`src/rtl/prng_sample_source_pkg.sv`:
```
// Shared definitions for the PRNG sample source: FSM state encoding and the
// default seed / feedback constants.
package prng_sample_source_pkg;

  typedef enum logic [1:0] {
    ST_IDLE = 2'd0,
    ST_RUN  = 2'd1,
    ST_DONE = 2'd2
  } state_e;

  localparam logic [31:0] DEF_SEED = 32'hACE12468;
  // x^32 + x^22 + x^2 + x + 1 in Galois (right-shift) form
  localparam logic [31:0] DEF_TAPS = 32'h80200003;

endpackage

```
`src/rtl/prng_lfsr.sv`:
```
// Galois LFSR register: synchronous reset to SEED, parallel load and single-step
// enables, with load taking priority over step.
module prng_lfsr #(
  parameter int             W    = 32,
  parameter logic [W-1:0]   TAPS = W'(32'h80200003),
  parameter logic [W-1:0]   SEED = W'(32'hACE12468)
) (
  input  logic         clk,
  input  logic         rst,
  input  logic         load_i,
  input  logic [W-1:0] load_val_i,
  input  logic         step_i,
  output logic [W-1:0] state_o
);

  logic [W-1:0] lfsr_q;
  logic [W-1:0] lfsr_d;

  always_comb begin
    lfsr_d = lfsr_q;
    if (load_i) begin
      lfsr_d = load_val_i;
    end else if (step_i) begin
      lfsr_d = (lfsr_q >> 1) ^ (lfsr_q[0] ? TAPS : '0);
    end
  end

  always_ff @(posedge clk) begin
    if (rst) begin
      lfsr_q <= SEED;
    end else begin
      lfsr_q <= lfsr_d;
    end
  end

  assign state_o = lfsr_q;

endmodule

```
`src/rtl/prng_sample_source.sv`:
```
// Emits N_SAMPLES pseudo-random words from a Galois LFSR over valid/ready,
// flagging the final word and holding a sticky done flag afterwards.
module prng_sample_source
  import prng_sample_source_pkg::*;
#(
  parameter int           W         = 32,
  parameter int           N_SAMPLES = 99,
  parameter int           CNT_W     = 7,
  parameter logic [W-1:0] SEED      = W'(DEF_SEED),
  parameter logic [W-1:0] TAPS      = W'(DEF_TAPS)
) (
  input  logic             clk,
  input  logic             rst,
  input  logic             start,
  input  logic             seed_ld,
  input  logic [W-1:0]     seed_i,
  output logic             out_valid,
  input  logic             out_ready,
  output logic [W-1:0]     out_data,
  output logic             out_last,
  output logic             busy,
  output logic             done,
  output logic [CNT_W-1:0] count
);

  localparam logic [CNT_W-1:0] LAST_CNT = CNT_W'(N_SAMPLES - 1);

  state_e           state_q, state_d;
  logic [CNT_W-1:0] count_q, count_d;
  logic             done_q, done_d;
  logic             fire;
  logic             can_load;
  logic [W-1:0]     load_val;

  assign out_valid = (state_q == ST_RUN);
  assign fire      = out_valid & out_ready;
  assign can_load  = seed_ld & ((state_q == ST_IDLE) | (state_q == ST_DONE));
  // A zero seed would lock the LFSR at zero forever
  assign load_val  = (seed_i == '0) ? SEED : seed_i;

  prng_lfsr #(
    .W    (W),
    .TAPS (TAPS),
    .SEED (SEED)
  ) u_lfsr (
    .clk        (clk),
    .rst        (rst),
    .load_i     (can_load),
    .load_val_i (load_val),
    .step_i     (fire),
    .state_o    (out_data)
  );

  always_comb begin
    state_d = state_q;
    count_d = count_q;
    done_d  = done_q;
    case (state_q)
      ST_IDLE, ST_DONE: begin
        if (start) begin
          state_d = ST_RUN;
          count_d = '0;
          done_d  = 1'b0;
        end
      end
      ST_RUN: begin
        if (fire) begin
          count_d = count_q + CNT_W'(1);
          if (count_q == LAST_CNT) begin
            state_d = ST_DONE;
            done_d  = 1'b1;
          end
        end
      end
      default: state_d = ST_IDLE;
    endcase
  end

  always_ff @(posedge clk) begin
    if (rst) begin
      state_q <= ST_IDLE;
      count_q <= '0;
      done_q  <= 1'b0;
    end else begin
      state_q <= state_d;
      count_q <= count_d;
      done_q  <= done_d;
    end
  end

  assign out_last = out_valid & (count_q == LAST_CNT);
  assign busy     = out_valid;
  assign done     = done_q;
  assign count    = count_q;

endmodule
```
`config.mk`:
```
export PLATFORM = sky130hd
export DESIGN_NAME = prng_sample_source
export DESIGN_NICKNAME = d
export VERILOG_FILES = /design/src/rtl/prng_sample_source_pkg.sv /design/src/rtl/prng_lfsr.sv /design/src/rtl/prng_sample_source.sv
export SDC_FILE = /design/constraint.sdc
export NUM_CORES = 1
export LEC_CHECK = 0
export ABC_AREA = 1
export ABC_CLOCK_PERIOD_IN_PS = 3600
export CAP_MARGIN = 20
export CELL_PAD_IN_SITES_DETAIL_PLACEMENT = 1
export CELL_PAD_IN_SITES_GLOBAL_PLACEMENT = 2
export CORE_MARGIN = 10
export CORE_UTILIZATION = 25
export DETAILED_ROUTE_END_ITERATION = 10
export GPL_ROUTABILITY_DRIVEN = 0
export GPL_TIMING_DRIVEN = 1
export HOLD_SLACK_MARGIN = 0.06
export PLACE_DENSITY = 0.83
export SLEW_MARGIN = 10
export SYNTH_ARGS = -nofsm -noshare
export SYNTH_HDL_FRONTEND = slang
export SYNTH_HIERARCHICAL = 1
export SYNTH_SLANG_ARGS = --single-unit
```
`constraint.sdc`:
```
create_clock -name clk -period 3.6 [get_ports clk]
set_input_delay 0.54 -clock clk [delete_from_list [all_inputs] [get_ports clk]]
set_output_delay 0.54 -clock clk [all_outputs]
set_load 0.03 [all_outputs]
```
==> reports/results.tsv <==
stage	metric	value	unit
clock_tree	cts_buffers	5	
detailed_routing	vias	2462	
synthesis	synth_edf_count	0	
grt	grt_first_pass_wirelength	13700	um
run_status	outcome	finished, final reports clean	
sta	rsz0062_at_grt	false	
finish	final_core_util	35.3	%
synthesis	synth_top_flop_cell	dfxtp_1	
detailed_routing	drt_iter0_drc	85	
sta	hold_violations	0	
synthesis	syn_avg_cell_area	6.39	um^2
job	cap_viol_max_count	0	
placed_design	placed_area	0.00317	mm^2
grt	grt_pass1_vias	2546	
clock_tree	cts_setup_buffers	0	
detailed_routing	firstDrtPassIters	4	
clock_tree	clock-sinks	42	
power	ir_drop	0.138	mV
placed_design	dpl.hpwl	6380	um
finish	fin_nets	466	
floorplan	core	0.00928	mm^2
synthesis	async_flop_share	0	%
setup_path	cp_cell_sequence	inv_1 > ha_1 > nand3_1 > nor3_1 > clkdlybuf4s50_1	
synthesis	syn-instance-count	375	
sta	fmax	0.405	GHz
synthesis	synth_seq_area_share	35.1	%
power	power_density	380	mW/mm^2
sta	skew	0.00810	ns
clock_tree	h-tree-depth	2	
setup_path	crit_type	reg -> out	
grt	antenna_found_initial	0	
sta	slew_violations	0	
sta	period_share	68.7	%
floorplan	ioPinCount	80	
finish	fin_cells	557	
synthesis	synthesis.nets	414	
floorplan	initial_core_util	25.8	%
finish	drive_gt1_share	5.14	%
clock_tree	cts-root-buf	clkbuf_8	
finish	syn2layout_area_growth	36.7	%
sta	slew-limit-headroom	50.0	%
setup_path	cp_data_required_time	3.06	ns
clock_tree	path_clk_slew	0.09	ns
detailed_routing	post_drt_wl_per_cell	15.0	um
grt	gr-usage-all-layers	11.8	%
detailed_routing	antenna_left	0	
power	power	1.24	mW
sta	tns	0	ns
floorplan	num_rows	35	
power	leakagePower	1.43	nW
grt	grt_max_degree	33	
clock_tree	cts-resized-gates	0	
finish	diodes	0	
synthesis	synthDistinctLibCells	26	
sta	period_minus_slack	2.47	ns
placed_design	placed_cells	549	
placed_design	io_buffers	79	
clock_tree	clk_latency	0.29	ns
clock_tree	ctsHoldBuffers	0	
detailed_routing	drc	0	
floorplan	die_h	118	um
detailed_routing	vias_per_cell	4.42	
setup_path	worst_setup_path_start_kind	flip-flop	
setup_path	endpoint_kind	primary output	
hold_path	hold_path_class	reg -> reg	
synthesis	ys_warn_count	6	
setup_path	crit_path_max_fanout	4	
grt	globalRouteOverflowTotal	0	
setup_path	arrival	1.93	ns
finish	fin_area	0.00328	mm^2
clock_tree	clockBufferDepth	2	
sta	tightest_slew	0.749	ns
clock_tree	cts_tree	built	
setup_path	critPathSlowestCell	clkdlybuf4s50_1	
floorplan	die_area	0.0139	mm^2
setup_path	critical-path-max-stage-delay	0.71	ns
sta	setup_violations	0	
synthesis	syn_area	0.00240	mm^2
floorplan	die_x	118	um
detailed_routing	totalWireLength	8340	um
synthesis	ys_ff_latch	42	
[final timing paths]
kind | from | to | slack [ns] | cells past startpoint
max | count[0] | out_last | 1.13 | 5
min reg2reg | done | done | 0.48 | 2
min | done | done | 0.48 | 2
max reg2reg | state_q[0] | u_lfsr/state_o[1] | 1.54 | 8
[Yosys cell counts, types with 2 or more instances]
cell      number  share of area (%)
nand2_1      105                 16
nand3_1       54                 11
inv_1         43                6.7
dfxtp_1       42                 35
nor2_1        30                4.7
a21oi_1       26                5.4
clkbuf_1      20                3.1
o21ai_0       12                2.5
buf_2          6                1.3
buf_4          6                1.9
buf_6          5                2.3
o21bai_1       5                1.6
inv_2          3               0.47
ha_1           2                1.0
nand2_4        2               0.94
nor2_8         2                1.7
nor3_1         2               0.42
o21ai_1        2               0.42
[cells in the final DEF (no fill, tap or decap), types with 3 or more instances in the layout]
cell,instances
nand2_1,105
inv_1,43
clkdlybuf4s50_1,79
o21bai_1,5
inv_2,3
nand3_1,54
dfxtp_1,42
buf_4,3
nor2_1,29
a21oi_1,26
clkbuf_8,5
o21ai_0,12
[through the flow]
stage	worst slack (ns)	hold WS (ns)
final	1.13	0.482
after global routing	0.995	0.523
after CTS	1.11	0.489
after detailed placement	1.08	0.462
after global placement	1.09	0.459
after floorplan	1.50	0.528
[final cells by class]
class | instances | area [um^2]
clock buffers | 5 | 68.8
fillers | 1202 | 6010
flip-flops and latches | 42 | 841
repair buffers | 82 | 813
inverters | 47 | 176
well taps | 129 | 161
multi-input cells | 249 | 1170
clock inverters | 3 | 40.0
[worst max-delay path: cells and delay by family (launching register included)]
family,cells,cell delay [ns]
fa+ha+maj,1,0.18
simple gates,2,0.30
flops,1,0.35
buf+inv,2,0.82
[state kept, by name, summed over array words and instances, names as in the netlist]
register        flops
u_lfsr/state_o     32
done                1
state_q             2
count               7
[cells by family (layout without fill, tap and decap cells)]
logic type	after synthesis	in the layout	share of synthesized area, %
and+or+nand+nor	198	198	36.6
buffers and inverters	84	137	16.0
AOI/OAI and AO/OA	48	48	10.9
DFF	42	42	35.1
adders and majority gates	2	2	1.04
xor gates and xnor gates	1	1	0.366
[metal layers]
| metal | up-vias | routed length, um | GRT usage (%) | part of all wire (%) |
|---|---|---|---|---|
| met5 | - | 0 | 0 | 0 |
| met4 | 0 | 39 | 2.32 | 0.47 |
| met3 | 2 | 561 | 4.08 | 6.7 |
| met2 | 65 | 4010 | 19.6 | 48 |
| met1 | 1132 | 3740 | 14.3 | 45 |
| li1 | 1263 | - | - | - |
[power breakdown]
part           switching (mW)  internal (mW)  total [mW]
Clock                   0.172          0.204       0.376
Combinational           0.198          0.140       0.339
Sequential             0.0314          0.498       0.529
Total                   0.401          0.843        1.24
Power figures use the tool's default switching activity.
